### src/rtl/ahb_cmd_master.sv
// AHB-Lite single-transfer initiator: valid/ready command in, one NONSEQ transfer out, one response pulse back.
// Optional abort on a stuck bus is compiled in with `define AHB_MST_TIMEOUT_EN.
module ahb_cmd_master #(
  parameter int unsigned TIMEOUT_CYCLES = 255
) (
  input  logic        hclk,
  input  logic        hresetn,
  input  logic        cmd_valid,
  output logic        cmd_ready,
  input  logic        cmd_write,
  input  logic [31:0] cmd_addr,
  input  logic [1:0]  cmd_size,
  input  logic [31:0] cmd_wdata,
  output logic        rsp_valid,
  output logic        rsp_err,
  output logic [31:0] rsp_rdata,
  output logic        timeout_flag,
  output logic [31:0] haddr,
  output logic [1:0]  htrans,
  output logic        hwrite,
  output logic [2:0]  hsize,
  output logic [2:0]  hburst,
  output logic [31:0] hwdata,
  input  logic        hready,
  input  logic [31:0] hrdata,
  input  logic [1:0]  hresp
);

  if (TIMEOUT_CYCLES < 2 || TIMEOUT_CYCLES > 65535) begin : g_bad_timeout
    $error("ahb_cmd_master: TIMEOUT_CYCLES out of range 2..65535");
  end

  typedef enum logic [1:0] {S_IDLE, S_ADDR, S_DATA, S_RESP} state_t;

  state_t      state, state_d;
  logic [31:0] addr_q, wdata_q;
  logic        write_q;
  logic [1:0]  size_q;
  logic        accept, cmd_bad, bus_err, tmo_hit;
  logic        rsp_load, rsp_err_d;
  logic [31:0] rsp_rdata_d, rd_lane;

  // Handshake: a command moves only on a cycle where cmd_valid and cmd_ready are both high;
  // cmd_ready depends on state alone, never on cmd_valid.
  assign cmd_ready = (state == S_IDLE);
  assign accept    = cmd_valid && cmd_ready;
  assign cmd_bad   = (cmd_size == 2'd3) ||
                     (cmd_size == 2'd1 && cmd_addr[0]) ||
                     (cmd_size == 2'd2 && cmd_addr[1:0] != 2'b00);
  assign bus_err   = (hresp != 2'b00);

  assign rsp_valid = (state == S_RESP);
  assign htrans    = (state == S_ADDR) ? 2'b10 : 2'b00;
  assign haddr     = addr_q;
  assign hwrite    = write_q;
  assign hsize     = {1'b0, size_q};
  assign hburst    = 3'b000;

  always_comb begin
    case (size_q)
      2'd0:    hwdata = {4{wdata_q[7:0]}};
      2'd1:    hwdata = {2{wdata_q[15:0]}};
      default: hwdata = wdata_q;
    endcase
  end

  // Right-align the addressed lane of the read bus, zero-extended.
  always_comb begin
    rd_lane = '0;
    case (size_q)
      2'd0:    rd_lane[7:0]  = hrdata[{addr_q[1:0], 3'b000} +: 8];
      2'd1:    rd_lane[15:0] = hrdata[{addr_q[1], 4'b0000} +: 16];
      default: rd_lane       = hrdata;
    endcase
  end

  always_comb begin
    state_d     = state;
    rsp_load    = 1'b0;
    rsp_err_d   = 1'b0;
    rsp_rdata_d = '0;
    case (state)
      S_IDLE: begin
        if (accept) begin
          if (cmd_bad) begin
            state_d   = S_RESP;
            rsp_load  = 1'b1;
            rsp_err_d = 1'b1;
          end else begin
            state_d = S_ADDR;
          end
        end
      end
      S_ADDR: begin
        if (tmo_hit) begin
          state_d   = S_RESP;
          rsp_load  = 1'b1;
          rsp_err_d = 1'b1;
        end else if (hready) begin
          state_d = S_DATA;
        end
      end
      S_DATA: begin
        if (tmo_hit) begin
          state_d   = S_RESP;
          rsp_load  = 1'b1;
          rsp_err_d = 1'b1;
        end else if (hready) begin
          state_d     = S_RESP;
          rsp_load    = 1'b1;
          rsp_err_d   = bus_err;
          rsp_rdata_d = (bus_err || write_q) ? 32'h0 : rd_lane;
        end
      end
      S_RESP:  state_d = S_IDLE;
      default: state_d = S_IDLE;
    endcase
  end

  always_ff @(posedge hclk or negedge hresetn) begin
    if (!hresetn) state <= S_IDLE;
    else          state <= state_d;
  end

  always_ff @(posedge hclk or negedge hresetn) begin
    if (!hresetn) begin
      addr_q    <= '0;
      wdata_q   <= '0;
      write_q   <= 1'b0;
      size_q    <= 2'd0;
      rsp_err   <= 1'b0;
      rsp_rdata <= '0;
    end else begin
      if (accept) begin
        addr_q  <= cmd_addr;
        wdata_q <= cmd_wdata;
        write_q <= cmd_write;
        size_q  <= cmd_size;
      end
      if (rsp_load) begin
        rsp_err   <= rsp_err_d;
        rsp_rdata <= rsp_rdata_d;
      end
    end
  end

`ifdef AHB_MST_TIMEOUT_EN
  logic [15:0] tmo_cnt;

  // Hit on the last permitted ADDR/DATA cycle so the abort edge is the TIMEOUT_CYCLES-th one.
  assign tmo_hit = (state == S_ADDR || state == S_DATA) &&
                   (tmo_cnt == 16'(TIMEOUT_CYCLES - 1));

  always_ff @(posedge hclk or negedge hresetn) begin
    if (!hresetn) begin
      tmo_cnt      <= '0;
      timeout_flag <= 1'b0;
    end else begin
      if (accept)                                     tmo_cnt <= '0;
      else if (state == S_ADDR || state == S_DATA)    tmo_cnt <= tmo_cnt + 16'd1;
      if (accept)       timeout_flag <= 1'b0;
      else if (tmo_hit) timeout_flag <= 1'b1;
    end
  end
`else
  assign tmo_hit      = 1'b0;
  assign timeout_flag = 1'b0;
`endif

endmodule

### config.mk
export PLATFORM = sky130hd
export DESIGN_NAME = ahb_cmd_master
export DESIGN_NICKNAME = d
export VERILOG_FILES = /design/src/rtl/ahb_cmd_master.sv
export SDC_FILE = /design/constraint.sdc
export NUM_CORES = 1
export LEC_CHECK = 0
export CORE_ASPECT_RATIO = 0.7
export CORE_MARGIN = 10
export CORE_UTILIZATION = 45
export DETAILED_ROUTE_END_ITERATION = 8
export GPL_TIMING_DRIVEN = 1
export PLACE_DENSITY_LB_ADDON = 0.25
export SLEW_MARGIN = 20
export SYNTH_ARGS = -nofsm -noshare
export SYNTH_HDL_FRONTEND = slang
export SYNTH_SLANG_ARGS = --single-unit
### constraint.sdc
create_clock -name hclk -period 3.9 [get_ports hclk]
set_input_delay 0.78 -clock hclk [delete_from_list [all_inputs] [get_ports hclk]]
set_output_delay 0.78 -clock hclk [all_outputs]
set_load 0.01 [all_outputs]
==> summary.txt, run 1 <==
Status
  – Outcome: finished clean

Place
  – Placed Instances: 677
  – IO buf count: 207
  – Gpl congestion: 0.826
  – Post-DP HPWL: 11,000 um

Clock network
  – CTS HTree Levels: 3
  – Reg clk slew, reported paths: 0.07 ns
  – CTS max path bufs: 2
  – CTS Buf Count: 9
  – Worst-Skew Late Latency: 0.34 ns
  – Clock Sinks: 102
  – CTS tree: built
  – Root buffer cell: clkbuf_16
  – Post-CTS Repair Setup Buffers: 0
  – Post-cts hold buffer count: 0
  – Post-CTS sizing: 0

Die
  – Row cnt: 31
  – Initial core utilization: 45.9%
  – Top-Level Pins: 214
  – Chip Width: 142 um
  – DIE HEIGHT: 106 um
  – Total die area: 15,000 sq um
  – Core Region: 10,300 sq um

Setup path
  – Crit path buffers/inverters: 1
  – Crit-path max FO: 9
  – Crit path required time: 3.12 ns
  – CP endpoint kind: primary output
  – CP top delay family: buffers and inverters
  – CP max stage delay: 0.51 ns
  – Arrival time worst endpoint: 2.09 ns
  – Crit path cell chain: nor2_2, mux2_2, clkdlybuf4s50_1
  – CP max-delay cell: clkdlybuf4s50_1
  – CP Class: reg2out
  – CP Launch Type: flip-flop

Finish
  – Fillers: 735
  – Diode count: 0
  – Nets: 666
  – Area Growth Syn to Fin: 50.1%
  – Share of post-route cells with drive strength above 1: 22.8%
  – Non-filler cells, final: 693

Timing
  – Final period util: 73.7%
  – Skew final: 0.00806 ns
  – Worst-Margin Slew: 0.862 ns
  – Slew Limit Headroom: 42.5%
  – Final slew viol count: 0
  – Fmax achieved: 348 MHz
  – Fin crit period: 2.87 ns
  – Final hold violations: 0
  – RSZ-0062 raised after global routing: false
  – Setup_tns: 0 ns
  – Final setup vio count: 0

Yosys
  – Avg Inst Size Synth: 13.0 sq um
  – Area leader, netlist: dfrtp_1
  – Yosys top cell area share: 54.1%
  – Area of the mapped netlist: 4720 sq um
  – Flops & latches, synth: 102
  – Yosys cell types: 36
  – Top cells by area, synth: dfrtp_1 (54%), mux2_2 (22%), o21ai_0 (2.8%)
  – Synth warn: 0
  – Sequential fraction of the synthesis area: 54.1%
  – Mapped Cells: 364

Pwr
  – Cell Pwr Density: 781 nW/um^2
  – Leakage power total: 2.99 nW
  – Pwr Total: 5.53 mW
  – Worst VDD drop: 0.420 mV

GRT
  – Vias in the first global route: 3,886
  – Largest net degree at the start of global routing: 68
  – GRT Overall Usage: 18.7%
  – Initial antenna violation count: 0
  – First-pass GRT wire length: 22,400 um
  – Total grt overflow: 0

Drt
  – Drt via density: 5.27
  – Drt first-iter violations: 164
  – Via count: 3,653
  – Initial DRT Pass Iterations: 4
  – Detailed Route WL: 14,400 um
  – Avg WL per Cell: 20.7 um
  – Antenna viol nets, final: 0
  – Residual DRC count: 0

Worst hold path
  – Worst Hold Class: reg2reg

Job
  – Max cap viols: 0
[state kept, by name, summed over array words and instances (netlist names)]
name       count
rsp_rdata     32
rsp_err        1
wdata_q       32
state          2
size_q         2
hwrite         1
haddr         32
[kinds of logic (layout without fill, tap and decap cells)]
| group | count (synthesis) | count (layout) | share of synthesized area [%] |
|---|---|---|---|
| flip-flops | 102 | 102 | 54.1 |
| buffers and inverters | 41 | 233 | 5.22 |
| adder cells (fa/ha/maj) | 5 | 5 | 1.33 |
| multiplexers | 100 | 100 | 23.6 |
| other | 1 | 6 | 0.0795 |
| AND/OR/NAND/NOR | 42 | 42 | 4.35 |
| AO/OA/AOI/OAI | 73 | 73 | 11.3 |
[routing by layer]
metal | global-route usage (%) | vias to the layer above | share of wire [%]
li1 | - | 1684 | -
met1 | 23.0 | 1823 | 41
met2 | 30.5 | 133 | 49
met3 | 6.77 | 13 | 9.3
met4 | 4.47 | 0 | 1.2
met5 | 0 | - | 0
[worst paths after layout]
check	from	to	slack, ns	cells after the start
max reg2reg	state[0]	rsp_rdata[23]	1.68	6
max	size_q[1]	hwdata[9]	1.03	3
min in group asynchronous	hresetn	haddr[31]	0.52	1
max in group asynchronous	hresetn	haddr[29]	2.58	2
min	rsp_rdata[6]	rsp_rdata[6]	0.48	2
min reg2reg	rsp_rdata[6]	rsp_rdata[6]	0.48	2
[synth_stat cells (all sizes together)]
cell type	instances
dfrtp	102
mux2	91
buf	27
nand2	27
o21ai	27
a22o	24
clkbuf	9
mux2i	9
a22oi	8
a222oi	7
ha	5
a21oi	4
inv	4
nor2	4
nor3	4
nor2b	2
a221oi	1
and2	1
clkinv	1
conb	1
nand2b	1
nand3	1
nand3b	1
o22ai	1
o31a	1
or4	1
[worst reg2reg max path, delay by kind of cell, from the launching register on]
family | cells | cell delay (ns)
adders and majority gates | 1 | 0.23
AOI/OAI and AO/OA | 1 | 0.19
DFF | 1 | 0.40
and+or+nand+nor | 3 | 1.23
buffers and inverters | 1 | 0.12
[cells in the final DEF (no fill, tap or decap), types with 7 or more instances in the layout]
cell type        synthesis  routed
dfrtp_1                102     102
a22o_1                  14      14
nand2_1                 27      26
a22oi_1                  8       8
clkdlybuf4s50_1          0     206
o21ai_0                 26      26
mux2i_1                  9       9
mux2_2                  91      91
clkbuf_16                0       9
a222oi_1                 7       7
a22o_2                  10      10
[layout make-up]
type                       count  area (sq um)  share of cell area (%)
clock inverter                 7          73.8                    1.04
clock buffer                   9           225                    3.18
tap                          132           165                    2.33
sequential                   102          2550                    36.0
inverter                       5          18.8                   0.265
multi-input combinational    226          1940                    27.4
timing repair buffer         212          2110                    29.7
[stage by stage]
| stage | hold WS (ns) | instance area [sq um] | util (%) | worst slack [ns] |
|---|---|---|---|---|
| floorplan | 0.474 | 4740 | - | 1.82 |
| global placement | 0.465 | 6780 | 66.0 | 1.20 |
| detailed placement | 0.474 | 6780 | 66.0 | 1.14 |
| CTS | 0.489 | 7080 | 68.9 | 1.01 |
| global route | 0.512 | 7080 | 68.9 | 0.931 |
| finish | 0.480 | 7080 | 68.9 | 1.03 |
[where the power goes]
part	internal, mW	switching (mW)
registers	1.49	0.299
logic	1.66	1.19
clock network	0.500	0.396
total	3.65	1.88
Note: power is estimated with default switching activity, not from simulation.
==> run 2: changes to the inputs <==
--- a/config.mk
+++ b/config.mk
@@ -7,7 +7,7 @@
 export LEC_CHECK = 0
 export CORE_ASPECT_RATIO = 0.7
 export CORE_MARGIN = 10
-export CORE_UTILIZATION = 45
+export CORE_UTILIZATION = 38
 export DETAILED_ROUTE_END_ITERATION = 8
 export GPL_TIMING_DRIVEN = 1
 export PLACE_DENSITY_LB_ADDON = 0.25
==> constraint.sdc (replaced) <==
create_clock -name hclk -period 2.5 [get_ports hclk]
set_input_delay 0.5 -clock hclk [delete_from_list [all_inputs] [get_ports hclk]]
set_output_delay 0.5 -clock hclk [all_outputs]
set_load 0.01 [all_outputs]
==> summary.txt, run 2 (same netlist as run 1, synthesis figures left out) <==
Timing
  – Final setup vio count: 0 (unchanged)
  – Final slew viol count: 0 (unchanged)
  – Fmax achieved: 412 MHz
  – Skew final: 0.00576 ns (was 0.00806 ns)
  – Worst-Margin Slew: 0.667 ns (was 0.862 ns)
  – Final worst setup slack: 0.0701 ns (was 1.03 ns)
  – Setup_tns: 0 ns (unchanged)
  – Fin crit period: 2.43 ns
  – RSZ-0062 raised after global routing: false (unchanged)
  – Hold_ws: 0.167 ns (was 0.480 ns)
  – Slew Limit Headroom: 55.5% (was 42.5%)
  – Final hold violations: 0 (unchanged)
  – Final period util: 97.2%

Place
  – Post-DP HPWL: 11,400 um (was 11,000 um)
  – Setup slack at placement: 0.284 ns (was 1.14 ns)
  – Gpl congestion: 0.804 (was 0.826)
  – IO buf count: 207 (unchanged)

Setup path
  – Crit path cell chain: nor2_4, mux2_2, clkdlybuf4s50_1 (was nor2_2, mux2_2, clkdlybuf4s50_1)
  – Arrival time worst endpoint: 1.93 ns (was 2.09 ns)
  – CP endpoint kind: primary output (unchanged)
  – Crit path required time: 2.00 ns (was 3.12 ns)
  – CP max stage delay: 0.50 ns (was 0.51 ns)
  – CP max-delay cell: clkdlybuf4s50_1 (unchanged)
  – Worst R2R Start: state[0] (unchanged)
  – CP Launch Type: flip-flop (unchanged)
  – CP Class: reg2out (unchanged)
  – Worst r2r path cells: 6 (unchanged)
  – CP Launch Point: size_q[0] (was size_q[1])
  – Crit-path max FO: 9 (unchanged)

Clock network
  – Post-cts hold buffer count: 0 (unchanged)
  – CTS max path bufs: 2 (unchanged)
  – Reg clk slew, reported paths: 0.07 ns (about the same)
  – Worst-Skew Late Latency: 0.34 ns (about the same)
  – Clock Sinks: 102 (unchanged)
  – Root buffer cell: clkbuf_16 (unchanged)
  – Post-CTS Repair Setup Buffers: 0 (unchanged)
  – CTS tree: built (unchanged)
  – CTS Buf Count: 9 (unchanged)
  – CTS HTree Levels: 3 (unchanged)

Drt
  – Residual DRC count: 0 (unchanged)
  – Drt first-iter violations: 213 (was 164)
  – Detailed Route WL: 14,600 um (was 14,400 um)
  – Avg WL per Cell: 20.3 um (was 20.7 um)
  – Antenna viol nets, final: 0 (unchanged)
  – Via count: 3,655 (was 3,653)
  – Drt via density: 5.06 (was 5.27)
  – Initial DRT Pass Iterations: 5 (was 4)

Finish
  – Most common cell after layout, fill and taps aside: clkdlybuf4s50_1 (unchanged)
  – Fillers: 979 (was 735)
  – Most frequent cells in the layout: clkdlybuf4s50_1 (206), dfrtp_1 (102), mux2_2 (91), nand2_1 (26), o21ai_0 (26) (unchanged)
  – Nets: 670 (was 666)
  – Diode count: 0 (unchanged)
  – Share of post-route cells with drive strength above 1: 23.2% (was 22.8%)
  – Core Util, Final: 60.2% (was 68.9%)
  – Area Growth Syn to Fin: 52.2% (was 50.1%)

Die
  – Core Region: 11,900 sq um (was 10,300 sq um)
  – Top-Level Pins: 214 (unchanged)
  – Row cnt: 33 (was 31)
  – DIE HEIGHT: 113 um (was 106 um)
  – Chip Width: 153 um (was 142 um)
  – Initial core utilization: 39.5% (was 45.9%)
  – Total die area: 17,300 sq um (was 15,000 sq um)

Pwr
  – Sw power: 2.97 mW (was 1.88 mW)
  – Cell Pwr Density: 1220 nW/um^2 (was 781 nW/um^2)
  – Reg power frac: 32.1% (was 32.3%)
  – P_int: 5.77 mW (was 3.65 mW)
  – Net switching share of the total power: 34.0% (about the same)
  – Clock power share: 16.6% (was 16.2%)
  – Power share of the combinational group: 51.3% (was 51.5%)
  – Worst VDD drop: 0.723 mV (was 0.420 mV)
  – Leakage power total: 3.02 nW (was 2.99 nW)

GRT
  – First-pass GRT wire length: 23,100 um (was 22,400 um)
  – GRT Overall Usage: 16.4% (was 18.7%)
  – Initial antenna violation count: 0 (unchanged)
  – Total grt overflow: 0 (unchanged)
  – Vias in the first global route: 3,935 (was 3,886)
  – Largest net degree at the start of global routing: 47 (was 68)

Job
  – Max cap viols: 0 (unchanged)

Status
  – Outcome: finished clean (unchanged)

Worst hold path
  – Worst Hold Class: in2async (was reg2reg)
==> run 2: area by class of cell <==
cell class	instances	area (sq um)	area share [%]
tap	157	196	2.74
multi-input combinational	226	1950	27.1
timing repair buffer	216	2160	30.1
inverter	5	18.8	0.261
clock inverter	5	65.1	0.906
sequential	102	2550	35.5
clock buffer	11	243	3.38
==> run 2: repair_timing <==
item,4_1_cts,5_1_grt
pin swaps,0,1
endpoints found under the setup margin,15,12
resized for setup,2,3
==> run 2: per-stage QoR <==
stage / instances / instance area [sq um] / power [mW]
after detailed placement: 706 / 6860 / 7.33
after global routing: 722 / 7180 / 9.29
after floorplan: 369 / 4740 / 5.09
after CTS: 722 / 7170 / 8.84
after global placement: 706 / 6860 / 7.24
final: 722 / 7180 / 8.74
==> run 2: final timing paths <==
path	to	slack (ns)
setup / recovery	hwdata[9]	0.07
hold / removal	wdata_q[2]	0.17
setup reg to reg	rsp_rdata[11]	0.49
max in group asynchronous	rsp_rdata[11]	1.62
hold reg to reg	rsp_rdata[0]	0.49
min in group hclk	rsp_rdata[0]	0.49
==> run 2: power by group through the flow <==
stage / Combinational, mW / Clock [mW] / Sequential (mW)
floorplan: 2.22 / 0 / 2.88
global placement: 4.46 / 0 / 2.78
detailed placement: 4.51 / 0 / 2.82
CTS: 4.55 / 1.50 / 2.80
global route: 4.82 / 1.57 / 2.89
finish: 4.48 / 1.45 / 2.81
==> run 2: worst max-delay path: cells and delay by family (launching register included) <==
family	cells	cell delay, ns
flops	1	0.42
buf+inv	1	0.50
mux	1	0.38
simple gates	1	0.29
==> run 2: routing by layer <==
metal  GRT usage, %  share of wire (%)
met1           20.7                 44
met2           26.4                 48
met3           5.98                7.8
met4           3.61               0.44
met5              0                  0
